## config.mk

```make
export PLATFORM = sky130hd
export DESIGN_NAME = hazard_unit
export DESIGN_NICKNAME = d
export VERILOG_FILES = /design/src/rtl/rv_pkg.sv /design/src/rtl/opcode_class_dec.sv /design/src/rtl/hazard_unit.sv
export SDC_FILE = /design/constraint.sdc
export NUM_CORES = 1
export LEC_CHECK = 0
export CAP_MARGIN = 5
export CELL_PAD_IN_SITES_DETAIL_PLACEMENT = 0
export CELL_PAD_IN_SITES_GLOBAL_PLACEMENT = 2
export CORE_ASPECT_RATIO = 1.25
export CORE_MARGIN = 4
export CORE_UTILIZATION = 29
export DETAILED_ROUTE_END_ITERATION = 16
export HOLD_SLACK_MARGIN = 0.05
export PLACE_DENSITY_LB_ADDON = 0.1
export SYNTH_ARGS = -nofsm -noshare
export SYNTH_HDL_FRONTEND = slang
export SYNTH_SLANG_ARGS = --single-unit
```

## constraint.sdc

```tcl
create_clock -name clk -period 5.2 [get_ports clk]
set_input_delay 1.3 -clock clk [delete_from_list [all_inputs] [get_ports clk]]
set_output_delay 1.3 -clock clk [all_outputs]
set_load 0.01 [all_outputs]
```

## src/rtl/rv_pkg.sv

```systemverilog
// Shared RV32 opcode constants and the ID branch-resolution encoding
// used by the hazard/pipeline-control logic.
package rv_pkg;

  localparam logic [6:0] LOAD   = 7'b0000011;
  localparam logic [6:0] STORE  = 7'b0100011;
  localparam logic [6:0] BRANCH = 7'b1100011;
  localparam logic [6:0] JALR   = 7'b1100111;
  localparam logic [6:0] JAL    = 7'b1101111;
  localparam logic [6:0] LUI    = 7'b0110111;
  localparam logic [6:0] AUIPC  = 7'b0010111;
  localparam logic [6:0] OP_IMM = 7'b0010011;
  localparam logic [6:0] OP     = 7'b0110011;
  localparam logic [6:0] AMO    = 7'b0101111;

  // branch_id_s: 2'b11 is reserved and behaves like BR_NONE
  localparam logic [1:0] BR_NONE  = 2'b00;
  localparam logic [1:0] BR_TAKEN = 2'b01;
  localparam logic [1:0] BR_JALR  = 2'b10;

endpackage

```

## src/rtl/opcode_class_dec.sv

```systemverilog
// Purely combinational opcode classifier: which source registers an
// instruction reads, whether it writes rd, loads from memory, or compares in ID.
module opcode_class_dec
  import rv_pkg::*;
(
  input  logic [6:0] opcode_i,
  output logic       uses_rs1_o,
  output logic       uses_rs2_o,
  output logic       writes_rd_o,
  output logic       is_load_o,
  output logic       is_cmp_o
);

  always_comb begin
    uses_rs1_o = 1'b1;
    uses_rs2_o = 1'b1;
    case (opcode_i)
      LUI, AUIPC, JAL: begin
        uses_rs1_o = 1'b0;
        uses_rs2_o = 1'b0;
      end
      OP_IMM, LOAD, JALR: uses_rs2_o = 1'b0;
      default: ;
    endcase
    writes_rd_o = !((opcode_i == BRANCH) || (opcode_i == STORE));
    // AMOs return the old memory word into rd, so they hazard like loads
    is_load_o   = (opcode_i == LOAD) || (opcode_i == AMO);
    is_cmp_o    = (opcode_i == BRANCH) || (opcode_i == JALR);
  end

endmodule

```

## src/rtl/hazard_unit.sv

```systemverilog
// ID-stage hazard detection: shadows EX/MEM destination state, raises
// stall/flush controls and flags any stall run longer than MAX_STALL.
module hazard_unit
  import rv_pkg::*;
#(
  parameter int REG_ADDR_W = 5,
  parameter int MAX_STALL  = 2
) (
  input  logic                  clk,
  input  logic                  reset,
  input  logic [REG_ADDR_W-1:0] rs1,
  input  logic [REG_ADDR_W-1:0] rs2,
  input  logic [REG_ADDR_W-1:0] rd,
  input  logic [6:0]            opcode,
  input  logic [1:0]            branch_id_s,
  output logic                  stall,
  output logic                  flush_id,
  output logic                  flush_ex,
  output logic                  stall_err
);

  localparam logic [1:0] STALL_LIMIT = 2'(MAX_STALL);

  logic                  uses_rs1, uses_rs2, writes_rd, is_load, is_cmp;

  logic                  id_valid_q, id_valid_d;
  logic [REG_ADDR_W-1:0] ex_rd_q, ex_rd_d;
  logic                  ex_wr_q, ex_wr_d;
  logic                  ex_ld_q, ex_ld_d;
  logic [REG_ADDR_W-1:0] mem_rd_q, mem_rd_d;
  logic                  mem_ld_q, mem_ld_d;
  logic [1:0]            stall_cnt_q, stall_cnt_d;
  logic                  stall_err_q, stall_err_d;

  logic                  haz_rs1, haz_rs2;
  logic                  stall_raw, redirect, flush_raw;

  opcode_class_dec u_dec (
    .opcode_i    (opcode),
    .uses_rs1_o  (uses_rs1),
    .uses_rs2_o  (uses_rs2),
    .writes_rd_o (writes_rd),
    .is_load_o   (is_load),
    .is_cmp_o    (is_cmp)
  );

  // H1 load-use, H2 ALU result needed by an ID compare, H3 load two ahead of an ID compare
  function automatic logic src_hazard(input logic [REG_ADDR_W-1:0] rs, input logic used);
    logic h1, h2, h3;
    h1 = ex_ld_q && (rs == ex_rd_q);
    h2 = is_cmp && ex_wr_q && !ex_ld_q && (rs == ex_rd_q);
    h3 = is_cmp && mem_ld_q && (rs == mem_rd_q);
    return id_valid_q && used && (rs != '0) && (h1 || h2 || h3);
  endfunction

  always_comb begin
    haz_rs1   = src_hazard(rs1, uses_rs1);
    haz_rs2   = src_hazard(rs2, uses_rs2);
    stall_raw = haz_rs1 || haz_rs2;
    redirect  = (branch_id_s == BR_TAKEN) || (branch_id_s == BR_JALR);
    // a stalled instruction must not redirect; it retries once its operands arrive
    flush_raw = redirect && !stall_raw;
  end

  always_comb begin
    mem_rd_d = ex_rd_q;
    mem_ld_d = ex_ld_q;
    ex_rd_d  = rd;
    ex_wr_d  = writes_rd && id_valid_q;
    ex_ld_d  = is_load && id_valid_q;
    if (stall_raw) begin
      ex_wr_d = 1'b0;
      ex_ld_d = 1'b0;
    end
    id_valid_d = stall_raw ? id_valid_q : !flush_raw;
    if (!stall_raw) begin
      stall_cnt_d = 2'd0;
    end else if (stall_cnt_q == 2'd3) begin
      stall_cnt_d = 2'd3;
    end else begin
      stall_cnt_d = stall_cnt_q + 2'd1;
    end
    stall_err_d = stall_err_q || (stall_raw && (stall_cnt_q == STALL_LIMIT));
  end

  always_ff @(posedge clk or posedge reset) begin
    if (reset) begin
      id_valid_q  <= 1'b0;
      ex_rd_q     <= '0;
      ex_wr_q     <= 1'b0;
      ex_ld_q     <= 1'b0;
      mem_rd_q    <= '0;
      mem_ld_q    <= 1'b0;
      stall_cnt_q <= 2'd0;
      stall_err_q <= 1'b0;
    end else begin
      id_valid_q  <= id_valid_d;
      ex_rd_q     <= ex_rd_d;
      ex_wr_q     <= ex_wr_d;
      ex_ld_q     <= ex_ld_d;
      mem_rd_q    <= mem_rd_d;
      mem_ld_q    <= mem_ld_d;
      stall_cnt_q <= stall_cnt_d;
      stall_err_q <= stall_err_d;
    end
  end

  // outputs are forced quiet for the whole reset window, including a live redirect
  always_comb begin
    stall     = stall_raw && !reset;
    flush_ex  = stall_raw && !reset;
    flush_id  = flush_raw && !reset;
    stall_err = stall_err_q && !reset;
  end

endmodule

```

; Yosys cells after proc, flatten, opt, wreduce, memory -nomap -nowiden
; Cells that the tools add are included.
; W data, S select, Z words.
[op_classes]
addsub = 1
eq_ne = 17
mux = 6
n_reduce_logical = 41
[ops]
columns = operator, n
row1 = $logic_and A1 B1 Y1, 22
row2 = $eq A7 B6 Y1 const B, 3
row3 = $eq A7 B7 Y1 const B, 3
row4 = $eq A5 B5 Y1, 4
row5 = $eq A7 B5 Y1 const B, 2
row6 = $logic_or A1 B1 Y1, 10
row7 = $reduce_bool A5 Y1, 2
row8 = $eq A7 B2 Y1 const B, 1
row9 = $eq A2 B2 Y1 const B, 3
row10 = $reduce_or A6 Y1, 1
row11 = $logic_not A1 Y1, 5
row12 = $mux W1, 4
row13 = $mux W2, 2
row14 = $reduce_or A3 Y1, 1
row15 = $add A2 B1 Y2 const B, 1
row16 = $eq A2 B1 Y1 const B, 1
[word_totals]
reg_bits = 17

; Longest topological paths before layout
[logic_depth]
ltp_word = 12
mapped_depth = 8
ltp_nobuf = 6

; Cells and area by module
; A second synthesis with hierarchy kept.
[unflattened]
hier_cells = 85
hier_area_um2 = 898.4
[by_module_without_submodules]
columns = mod, n_inst, cells_each, area_per_inst_um2, seq_area_each_um2
row1 = hazard_unit, 1, 68, 794.5, 425.4
row2 = opcode_class_dec, 1, 17, 103.8, 0.0

; Worst setup path before layout
; OpenSTA, ideal clock, no wires.
[synth_path]
kind = input to output
start = input port opcode[5]
end = output port stall
arrival_time_ns = 2.995
t_required_ns = 3.900
setup_slack_ns = 0.905
cell_stages = 7
path_buffers = 1
path_cell_list = nor2b_1 > a31oi_1 > o22ai_1 > or4_1 > a211o_1 > a21oi_1 > buf_4
[synth_between]
elab_chain_cells = 10
word_cells_on_any_way = 31
cone_classes = 7 x eq/ne / 2 x mux / 22 x reduce/logical
[synth_rtl]
columns = item, line_no
row1 = "start, declared", hazard_unit.sv:14  ; input logic [6:0] opcode,
row2 = branches (longest 8 deep; another with $eq A7 B6 Y1), n/a
row3 = $logic_or A1 B1 Y1 (*), hazard_unit.sv:59  ; stall_raw = haz_rs1 || haz_rs2;
row4 = $logic_and A1 B1 Y1 (*), n/a
row5 = "end, declared", hazard_unit.sv:16  ; output logic stall,
; Every way passes the cells marked *.

; Worst setup path in the final report
[layout_path]
start = input port opcode[5]
end = output port flush_id
[layout_between]
elab_chain_cells = 12
word_cells_on_any_way = 33
cone_classes = 7 x eq/ne / 2 x mux / 24 x reduce/logical
[layout_rtl]
columns = item, line_no
row1 = branches (longest 8 deep; another with $eq A7 B6 Y1), n/a
row2 = $logic_or A1 B1 Y1 (*), hazard_unit.sv:59
row3 = $logic_not A1 Y1 (*), n/a
row4 = $logic_and A1 B1 Y1 (*), hazard_unit.sv:62  ; flush_raw = redirect && !stall_raw;
row5 = $logic_and A1 B1 Y1 (*), hazard_unit.sv:112  ; flush_id = flush_raw && !reset;
row6 = "end, declared", hazard_unit.sv:17  ; output logic flush_id,
; Marked as above.

==> impl_metrics.json <==
{
  "row_count": 22,
  "place.gp.congestion": 0.729,
  "grt_pass1_wl_um": 3310,
  "wl_met2_um": 954,
  "vias_per_cell": 4.83,
  "dieArea_um2": 4090,
  "ys_seq_area_share_pct": 46.9,
  "cpMostUsedCell": "clkdlybuf4s50_1",
  "diodes": 0,
  "postRouteAntennaNets": 0,
  "yosys.area.top_type": "dfrtp_1",
  "async_reset_ff_share_pct": 100,
  "cp.required_ns": 3.90,
  "antenna_found_initial": 0,
  "pre_cts_ws_ns": 0.0820,
  "irDropWorstVdd_v": 0.000111,
  "drt-met1-wl_um": 885,
  "layout-drive-gt1-share_pct": 9.52,
  "crit_arrival_ns": 3.70,
  "area_delta_synth_final_pct": 44.3,
  "finClkSkew_ns": 0.000992,
  "crit_fanout": 4,
  "drt-wirelength-per-cell_um": 12.5,
  "worstMarginPinSlew_ns": 0.344,
  "status": "completed",
  "path_class": "in -> out",
  "postSynthCellCount": 89,
  "power_density_nw_per_um2": 203,
  "grt_max_degree": 19,
  "critPathLaunchType": "input port",
  "drv_cap": 0,
  "nets": 153,
  "post_cts_buffers": 0,
  "critical_path_buf_inv_count": 2,
  "die_w_um": 58.0,
  "io-pin-count": 30,
  "synth_edf_count": 0,
  "synth_top_flop_cell": "dfrtp_1",
  "critPathCaptureType": "output port",
  "ys_types": 30,
  "yosys_warnings": 0,
  "grt_pass1_vias": 728,
  "netlist_area_um2": 907,
  "fp.dieH_um": 70.5,
  "hpwl_um": 1660,
  "fin_setup_tns_ns": 0,
  "synth_nets": 115,
  "ys_seq_elements": 17,
  "synth_top_area_share_pct": 46.9,
  "met3_length_um": 170,
  "drtIter0Drc": 16,
  "drc": 0,
  "synthTopCellsByCount": "17 x dfrtp_1, 12 x xnor2_1, 9 x xor2_1, 7 x nand3_1",
  "finalPower_uw": 266,
  "rsz0062_at_grt": "false",
  "post-route-min-period_ns": 5.00,
  "htree_levels": 1,
  "slew_headroom_pct": 76.8,
  "clock.fmax_mhz": 200,
  "initial_core_util_pct": 30.5,
  "dr.pass1.iters": 6,
  "clockBufferDepth": 2,
  "gr-total-overflow": 0,
  "coreArea_um2": 2970,
  "max_stage_delay_ns": 0.52,
  "postLayoutSetupSlackWorst_ns": 0.200,
  "wl_um": 2030,
  "grt_use_total_pct": 10.2,
  "final_hold_viol_count": 0,
  "critPathTopFamily": "buffers and inverters",
  "finalSetupViolations": 0,
  "p_leak_nw": 0.553,
  "vias": 782,
  "synth.most_common_cell": "dfrtp_1",
  "tritoncts": "done",
  "fin_crit_sh_pct": 96.2,
  "min_path_type": "reg -> reg",
  "root_buffer": "clkbuf_4",
  "drv_slew": 0,
  "path_cells": "clkdlybuf4s50_1 > nor2b_1 > a31oi_1 > o22ai_1 > or4_1 > a211o_1 > and4_1 > clkdlybuf4s50_1",
  "cts.sinks": 17,
  "insertion_delay_ns": 0.28,
  "synth_area_per_cell_um2": 10.2,
  "slowest_stage": "or4_1",
  "cts-buffers-inserted": 3,
  "portBuffers": 29,
  "clkTransAtPathRegs_ns": 0.09,
  "highest_layer": "met4",
  "synthTopCellsByArea": "dfrtp_1 47%, xnor2_1 12%, xor2_1 8.7%"
}
power breakdown:
part	internal, mW	switching (mW)	leakage (nW)	total (mW)
registers	0.138	0.00500	0.204	0.143
clock network	0.0285	0.0386	0.0177	0.0671
logic	0.0349	0.0215	0.331	0.0564
worst reg2reg max path, cell delays in order, from the launching register on:
cell and delay [ns]:
dfrtp_1 0.41, xnor2_1 0.16, nand3_1 0.10, or4_1 0.51
a211o_1 0.32, buf_4 0.17, and4_1 0.18
per-layer routing:
| layer | vias up | track usage (%) |
|---|---|---|
| met5 | - | 0 |
| met4 | 0 | 4.64 |
| met3 | 2 | 2.19 |
| met2 | 28 | 14.6 |
| met1 | 361 | 14.6 |
| li1 | 391 | - |
timing repair:
item | CTS | global route
setup endpoints to repair | 0 | 3
gates resized for setup | 0 | 2
hold buffers | 0 | 0
layout make-up:
cell class              instances  area (um^2)
fillers                       305         1660
inverters                       4         15.0
clock inverters                 1         5.00
repair buffers                 35          340
flip-flops and latches         17          425
clock buffers                   3         22.5
multi-input cells              66          455
well taps                      36         45.0
placed cells by master (no fill, tap or decap), types with 3 or more instances in the layout:
master,count
a21oi_1,3
nor3_1,4
nand3_1,7
nor2_1,4
clkbuf_4,3
clkdlybuf4s50_1,27
xnor2_1,12
dfrtp_1,17
buf_4,6
inv_1,4
xor2_1,9
metrics by stage:
| stage | util (%) | hold WS (ns) | cell area [um^2] | instances |
|---|---|---|---|---|
| final | 44.0 | 0.386 | 1310 | 162 |
| after global routing | 44.0 | 0.415 | 1310 | 162 |
| after CTS | 43.9 | 0.388 | 1300 | 162 |
| after detailed placement | 42.9 | 0.363 | 1280 | 158 |
| after global placement | 42.9 | 0.364 | 1280 | 158 |
| after floorplan | - | 0.354 | 907 | 89 |
flip-flops by register name, indices dropped and copies added, names as in the netlist:
register	flops
ex_wr_q	1
id_valid_q	1
mem_ld_q	1
stall_cnt_q	2
ex_ld_q	1
mem_rd_q	5
ex_rd_q	5
stall_err_q	1
final timing paths:
kind / from / end / slack (ns) / cells past startpoint
worst max-delay path: opcode[5] / flush_id / 0.20 / 8
worst min-delay path: ex_ld_q / mem_ld_q / 0.39 / 0
worst max register to register: mem_rd_q[3] / ex_ld_q / 3.26 / 6
worst min register to register: ex_ld_q / mem_ld_q / 0.39 / 0
max in group asynchronous: reset / mem_rd_q[4] / 3.64 / 3
min in group asynchronous: reset / stall_cnt_q[1] / 1.37 / 3
cells by family (layout without fill, tap and decap cells):
kind of cell | after synthesis | after routing | share of synthesized area [%]
buffers and inverters | 6 | 43 | 2.90
AND/OR/NAND/NOR | 32 | 32 | 20.0
AO/OA/AOI/OAI | 13 | 13 | 9.93
XOR/XNOR | 21 | 21 | 20.3
flip-flops | 17 | 17 | 46.9
Power figures use the tool's default switching activity.
